$ cat src/rtl/seriallite3_tx_burst_framer.sv
// seriallite3_tx_burst_framer: TX framer between a user packet stream and the
// SerialLite III user TX interface. It buffers words in a show-ahead FIFO and
// cuts packets into bursts of at most MAX_BURST beats. It drives SOB/EOB and the
// sync sideband, gates traffic on link_up_tx, and keeps link-abort and TX-error
// counters. Define SL3_FRAMER_STATS_EN to add the burst/word statistics
// counters and the stats_clear input.
module seriallite3_tx_burst_framer #(
  parameter int LANES      = 4,
  parameter int FIFO_DEPTH = 8,
  parameter int MAX_BURST  = 16,
  parameter int SYNC_W     = 8
) (
  input  logic                  user_clock_tx,
  input  logic                  user_clock_reset_tx_n,
  input  logic [64*LANES-1:0]   in_data,
  input  logic                  in_valid,
  output logic                  in_ready,
  input  logic                  in_last,
  input  logic [SYNC_W-1:0]     in_sync,
  output logic [64*LANES-1:0]   data_tx,
  output logic                  valid_tx,
  input  logic                  ready_tx,
  output logic                  start_of_burst_tx,
  output logic                  end_of_burst_tx,
  output logic [SYNC_W-1:0]     sync_tx,
  input  logic                  link_up_tx,
  input  logic [3:0]            error_tx,
`ifdef SL3_FRAMER_STATS_EN
  input  logic                  stats_clear,
  output logic [31:0]           burst_count,
  output logic [31:0]           word_count,
`endif
  output logic [7:0]            abort_count,
  output logic [15:0]           err_count
);

  localparam int DW = 64 * LANES;
  localparam int AW = (FIFO_DEPTH > 1) ? $clog2(FIFO_DEPTH) : 1;
  localparam int CW = AW + 1;
  localparam int BW = (MAX_BURST > 1) ? $clog2(MAX_BURST) : 1;

  typedef struct packed {
    logic              last;
    logic [SYNC_W-1:0] sync;
    logic [DW-1:0]     data;
  } entry_t;

  typedef enum logic [1:0] {S_DOWN, S_IDLE, S_BURST} state_t;

  entry_t        mem_q [FIFO_DEPTH];
  logic [AW-1:0] wr_q, rd_q;
  logic [CW-1:0] cnt_q;
  state_t        state_q, state_d;
  logic [BW-1:0] beat_q, beat_d;
  logic [7:0]    abort_q;
  logic [15:0]   err_q;
  logic          flush, abort_inc;

  entry_t head;
  logic   full, empty, push, pop, eob;

  assign full  = (cnt_q == CW'(FIFO_DEPTH));
  assign empty = (cnt_q == '0);
  assign head  = mem_q[rd_q];

  // Ready depends only on registered state, so there is no path from ready_tx.
  assign in_ready = !full && (state_q != S_DOWN);
  assign valid_tx = !empty && (state_q != S_DOWN);
  assign push     = in_valid && in_ready;
  assign pop      = valid_tx && ready_tx;
  assign eob      = valid_tx && (head.last || (beat_q == BW'(MAX_BURST - 1)));

  // Head fields are gated so the outputs read 0 whenever nothing is presented.
  assign data_tx           = valid_tx ? head.data : '0;
  assign sync_tx           = valid_tx ? head.sync : '0;
  assign start_of_burst_tx = valid_tx && (state_q == S_IDLE);
  assign end_of_burst_tx   = eob;
  assign abort_count       = abort_q;
  assign err_count         = err_q;

  // Next-state, beat tracking and the link-loss flush decision.
  always_comb begin
    state_d   = state_q;
    beat_d    = beat_q;
    flush     = 1'b0;
    abort_inc = 1'b0;
    unique case (state_q)
      S_DOWN: if (link_up_tx) state_d = S_IDLE;
      S_IDLE, S_BURST: begin
        if (!link_up_tx) begin
          state_d   = S_DOWN;
          beat_d    = '0;
          flush     = 1'b1;
          abort_inc = (state_q == S_BURST) || !empty;
        end else if (pop) begin
          if (eob) begin
            state_d = S_IDLE;
            beat_d  = '0;
          end else begin
            state_d = S_BURST;
            beat_d  = beat_q + BW'(1);
          end
        end
      end
      default: state_d = S_DOWN;
    endcase
  end

  // FSM state and beat counter.
  always_ff @(posedge user_clock_tx or negedge user_clock_reset_tx_n) begin
    if (!user_clock_reset_tx_n) begin
      state_q <= S_DOWN;
      beat_q  <= '0;
    end else begin
      state_q <= state_d;
      beat_q  <= beat_d;
    end
  end

  // FIFO storage; contents are never read while the entry count is zero.
  always_ff @(posedge user_clock_tx) begin
    if (push) mem_q[wr_q] <= '{last: in_last, sync: in_sync, data: in_data};
  end

  // FIFO pointers and occupancy. A link-loss flush discards everything.
  always_ff @(posedge user_clock_tx or negedge user_clock_reset_tx_n) begin
    if (!user_clock_reset_tx_n) begin
      wr_q  <= '0;
      rd_q  <= '0;
      cnt_q <= '0;
    end else if (flush) begin
      wr_q  <= '0;
      rd_q  <= '0;
      cnt_q <= '0;
    end else begin
      if (push) wr_q <= wr_q + AW'(1);
      if (pop)  rd_q <= rd_q + AW'(1);
      cnt_q <= cnt_q + CW'(push) - CW'(pop);
    end
  end

`ifdef SL3_FRAMER_STATS_EN
  logic [31:0] burst_q, word_q;
  assign burst_count = burst_q;
  assign word_count  = word_q;

  // Saturating abort/error counters plus wrapping burst/word counters.
  always_ff @(posedge user_clock_tx or negedge user_clock_reset_tx_n) begin
    if (!user_clock_reset_tx_n) begin
      abort_q <= '0;
      err_q   <= '0;
      burst_q <= '0;
      word_q  <= '0;
    end else if (stats_clear) begin
      abort_q <= '0;
      err_q   <= '0;
      burst_q <= '0;
      word_q  <= '0;
    end else begin
      if (abort_inc && (abort_q != '1))       abort_q <= abort_q + 8'd1;
      if ((error_tx != '0) && (err_q != '1))  err_q   <= err_q + 16'd1;
      if (pop && eob)                         burst_q <= burst_q + 32'd1;
      if (pop)                                word_q  <= word_q + 32'd1;
    end
  end
`else
  // Saturating abort/error counters, cleared only by reset.
  always_ff @(posedge user_clock_tx or negedge user_clock_reset_tx_n) begin
    if (!user_clock_reset_tx_n) begin
      abort_q <= '0;
      err_q   <= '0;
    end else begin
      if (abort_inc && (abort_q != '1))       abort_q <= abort_q + 8'd1;
      if ((error_tx != '0) && (err_q != '1))  err_q   <= err_q + 16'd1;
    end
  end
`endif

endmodule

$ cat config.mk
export PLATFORM = sky130hd
export DESIGN_NAME = seriallite3_tx_burst_framer
export DESIGN_NICKNAME = d
export VERILOG_FILES = /design/src/rtl/seriallite3_tx_burst_framer.sv
export SDC_FILE = /design/constraint.sdc
export NUM_CORES = 2
export LEC_CHECK = 0
export CAP_MARGIN = 20
export CORE_MARGIN = 8
export CORE_UTILIZATION = 23
export DETAILED_ROUTE_END_ITERATION = 10
export PLACE_DENSITY = 0.49
export SYNTH_ARGS = -nofsm -noshare
export SYNTH_HDL_FRONTEND = slang
export SYNTH_SLANG_ARGS = --single-unit
$ cat constraint.sdc
create_clock -name user_clock_tx -period 55.5 [get_ports user_clock_tx]
set_input_delay 13.875 -clock user_clock_tx [delete_from_list [all_inputs] [get_ports user_clock_tx]]
set_output_delay 13.875 -clock user_clock_tx [all_outputs]
set_load 0.03 [all_outputs]
# == Yosys cells after proc, flatten, opt, wreduce, memory -nomap -nowiden ==
# Memory sizes are Yosys's and may differ from the RTL's.
# Cells that the tools add are included.
# classes
muxes,21
n_addsub,7
n_reduce_logical,21
eq_ne,9
# ops
operator,n
$mux W256,1
$add A16 B1 Y16 const B,1
$mux W4,4
$ne A16 B16 Y1 const B,1
$mux W3,4
$add A8 B1 Y8 const B,1
$eq A4 B4 Y1 const B,2
$logic_and A1 B1 Y1,8
$mux W2,4
$mux W8,1
$ne A8 B8 Y1 const B,1
$add A3 B1 Y3 const B,2
$mux W1,6
$reduce_bool A2 Y1,3
$add A4 B1 Y4,1
$add A4 B1 Y4 const B,1
$logic_not A4 Y1,1
$pmux W2 S2,1
$reduce_and A2 Y1,2
$reduce_bool A4 Y1,1
$sub A4 B1 Y4,1
$ne A3 B3 Y1 const B,1
$eq A2 B1 Y1 const B,1
$eq A2 B2 Y1 const B,1
6 further kinds,8
# totals
out_inout_bits,292
word_cells,66
regBits,40
ram_bits,2120
mem_count,1
in_bits,274
# mem_list
memory,words,word_bits,rd,rd_clocked_by_memory_dff,wr,line,rtl
mem_q,8,265,1,0,1,50,entry_t mem_q [FIFO_DEPTH];

# == Longest topological paths before layout ==
# logic_depth
depth_word,8
ltp_mapped,12
depth_no_buf,12

# == Worst setup path after synthesis ==
# No wires, ideal clock.
# synth_path
path_kind,input port to flip-flop
startpoint,in in_valid
endpoint,"mem mem_q[0][0] (netlist bit), enable pin"
arrival_ns,32.133
stages,3
path_slack_ns,22.151
cell_sequence,nand2_1 -> or2_2 -> nor3_1
# synth_between
elab_chain_len,3
# synth_rtl
item,line,rtl
start: declaration,16,"input logic in_valid,"
$logic_and A1 B1 Y1,69,assign push = in_valid && in_ready;
$mux W1,122,"if (push) mem_q[wr_q] <= '{last: in_last, sync: in_sync, data: in_data};"
$mux W1 (implied by the code),122,
end: declaration,50,
# No other way between the ends.

# == Final worst setup path ==
# layout_path
startpoint,reg rd_q[0]
endpoint,out data_tx[60]
# layout_between
elab_chain_len,2
# layout_rtl
item,line,rtl
start: declaration,51,"logic [AW-1:0] wr_q, rd_q;"
start signal: assignment,137,if (pop) rd_q <= rd_q + AW'(1);
$mem_v2 Z8 W265,n/a,
$mux W256,74,assign data_tx = valid_tx ? head.data : '0;
end: declaration,20,"output logic [64*LANES-1:0] data_tx,"
# No other way between the ends.

==> impl_metrics.json <==
{
  "p_leak_uw": 0.0306,
  "cp.arrival_ns": 7.12,
  "synth_edf_count": 2120,
  "cts_resized": 0,
  "fmax_mhz": 47.6,
  "fin_tns_setup_ns": 0,
  "setup_ws_ns": 34.51,
  "cp_slowest_cell": "dfrtp_4",
  "whs_ns": 0.488,
  "cts_made_buffers": 238,
  "hold_class": "reg2reg",
  "max_slew_margin_pct": 30.4,
  "netlist_area_um2": 82200,
  "path_class": "reg2out",
  "routedWlPerCell_um": 22.6,
  "clkTransAtPathRegs_ns": 0.06,
  "grt_max_degree": 93,
  "fp.coreArea_um2": 356000,
  "worstPathRequired_ns": 41.62,
  "die_area_um2": 377000,
  "numPortBuffers": 565,
  "hold_buffers": 0,
  "ys_seq_area_share_pct": 78.7,
  "outcome": "completed",
  "cts_max_path_buffers": 4,
  "syn_nets": 3859,
  "antenna_found_initial": 58,
  "final_antenna_net_count": 0,
  "synth-async-reset-ratio_pct": 1.85,
  "grt_pass1_vias": 41408,
  "cts_tree": "done",
  "grt_overflow": 0,
  "syn_inst": 3569,
  "nNetsFinal": 4570,
  "synth-main-ff-cell": "edfxtp_1",
  "post-place-ws_ns": 34.98,
  "period_share_pct": 37.8,
  "die_x_um": 614,
  "clock-sinks": 2160,
  "ys_seq_elements": 2160,
  "critPathMaxStageDelay_ns": 0.96,
  "clock_tree.root_cell": "clkbuf_16",
  "cp_common_cell": "buf_4",
  "dpl.hpwl_mm": 121,
  "powerDensity_nw_per_um2": 49.6,
  "dr_total_vias": 38041,
  "post-cts-setup-buffers": 0,
  "drv_slew": 0,
  "io_pins": 566,
  "grt_pass1_wl_mm": 300,
  "end_kind": "primary output",
  "drive_above_1_share_pct": 22.2,
  "grt_use_total_pct": 10.7,
  "die_height_um": 614,
  "hold_viol": 0,
  "startpoint_type": "flip-flop",
  "crit_path_max_fanout": 81,
  "period_needed_ns": 20.99,
  "drt-initial-drc-count": 2539,
  "synth_area_per_cell_um2": 23.0,
  "crit_chain": "buf_4, buf_4, buf_4, buf_12, buf_4, mux4_2, mux2i_1, nor2_1, clkdlybuf4s50_1",
  "clock_skew_ns": 0.0731,
  "start_util_pct": 23.1,
  "tightest_slew_ns": 1.04,
  "htree_levels": 4,
  "ir_drop_v": 0.0000448,
  "syn_to_final_growth_pct": 24.0,
  "synth_cell_type_count": 45,
  "routed_via_density": 4.11,
  "drt-pass1-iter-count": 5,
  "rsz0062_at_grt": "false",
  "maxCapViolCount": 0,
  "nFillCells": 35109,
  "wirelength_mm": 209,
  "yosysWarnings": 0,
  "gp_congestion": 0.707,
  "drc": 0,
  "finalSetupViolations": 0,
  "rows": 219,
  "insertion_delay_ns": 0.94
}
sequential cells by signal (all words and copies together), names as in the netlist:
name,count
beat_q,4
cnt_q,4
abort_count,8
state_q,2
err_count,16
mem_q,2120
rd_q,3
wr_q,3
layout make-up:
| class | count | area, um^2 | area share [%] |
|---|---|---|---|
| Multi-Input combinational cell | 1216 | 16700 | 16.4 |
| Timing Repair Buffer | 651 | 6370 | 6.25 |
| Clock buffer | 277 | 6150 | 6.04 |
| Clock inverter | 161 | 1890 | 1.85 |
| Tap cell | 4751 | 5940 | 5.84 |
| Inverter | 13 | 48.8 | 0.0479 |
| Antenna cell | 18 | 45.0 | 0.0442 |
| Sequential cell | 2160 | 64700 | 63.5 |
placed cells by master, fill, tap and decap left out, drive strengths merged, types with 11 or more instances in the layout:
cell,n
clkinvlp,12
bufinv,33
inv,19
edfxtp,2120
nor2,282
mux4,529
a21oi,11
clkdlybuf4s50,564
nand3,13
diode,18
clkbuf,277
xnor2,18
nand2,16
dfrtp,40
mux2i,264
ha,15
buf,87
clkinv,110
path summary, 6_finish.rpt:
kind,start,to,slack (ns),depth (start not counted)
min,err_count[14],err_count[14],0.49,1
max,rd_q[0],data_tx[60],34.51,9
min in group asynchronous,user_clock_reset_tx_n,err_count[14],13.15,1
max in group asynchronous,user_clock_reset_tx_n,rd_q[1],41.64,1
min reg2reg,err_count[14],err_count[14],0.49,1
max reg2reg,state_q[0],mem_q[4][115],50.38,9
metrics by stage:
stage / instances / cell area [um^2] / power [uW] / util (%)
finish: 9247 / 102000 / 5050 / 28.6
global route: 9237 / 102000 / 5270 / 28.6
CTS: 9229 / 102000 / 5160 / 28.6
detailed placement: 8791 / 93800 / 3530 / 26.4
global placement: 8791 / 93800 / 3520 / 26.4
floorplan: 3569 / 82200 / 2980 / -
power by group:
group | leakage, uW | switching (uW) | internal (uW)
Clock | 0.00390 | 658 | 949
Sequential | 0.0197 | 40.0 | 1920
Combinational | 0.00705 | 881 | 603
Total | 0.0306 | 1580 | 3470
worst max-delay path: cells and delay by family, from the launching register on:
family | cells | cell delay, ns
buf+inv | 6 | 3.99
flops | 1 | 0.96
mux | 2 | 0.97
simple gates | 1 | 0.09
Yosys cell counts, types with 2 or more instances:
cell      count  share of area, %
a21oi_1      11             0.067
a31oi_1       2             0.015
and2_1        5             0.038
and3_1        5             0.038
and4_1        2             0.021
buf_1        41              0.19
buf_2        87              0.53
clkbuf_1     52              0.24
dfrtp_1      40               1.2
edfxtp_1   2120                77
ha_1         15              0.23
inv_1        11             0.050
mux2_2        4             0.055
mux2i_1     264               3.2
mux4_2      529                14
nand2_1      16             0.073
nand2b_1      3             0.023
nand3_1      13             0.079
nand3b_1      2             0.018
nand4_1      10             0.076
nor2_1      282               1.3
nor2b_1       3             0.023
nor3_1        3             0.018
o21ai_0       2             0.012
o31ai_1       2             0.018
xnor2_1      18              0.19
xor2_1        9             0.096
cells by family after synthesis:
| kind of cell | Yosys count | share of synthesized area (%) |
|---|---|---|
| AOI/OAI and AO/OA | 26 | 0.236 |
| muxes | 797 | 17.8 |
| xor gates and xnor gates | 27 | 0.288 |
| and+or+nand+nor | 350 | 1.75 |
| buffers and inverters | 193 | 1.01 |
| DFF | 2160 | 78.7 |
| adders and majority gates | 16 | 0.253 |
routing by layer:
layer	track usage, %	vias up	share of wire, %
met5	0	-	0.090
met4	2.62	30	2.3
met3	2.32	324	4.9
met2	19.2	789	52
met1	13.1	20542	41
li1	-	16356	-
Note: power is estimated with default switching activity, not from simulation.
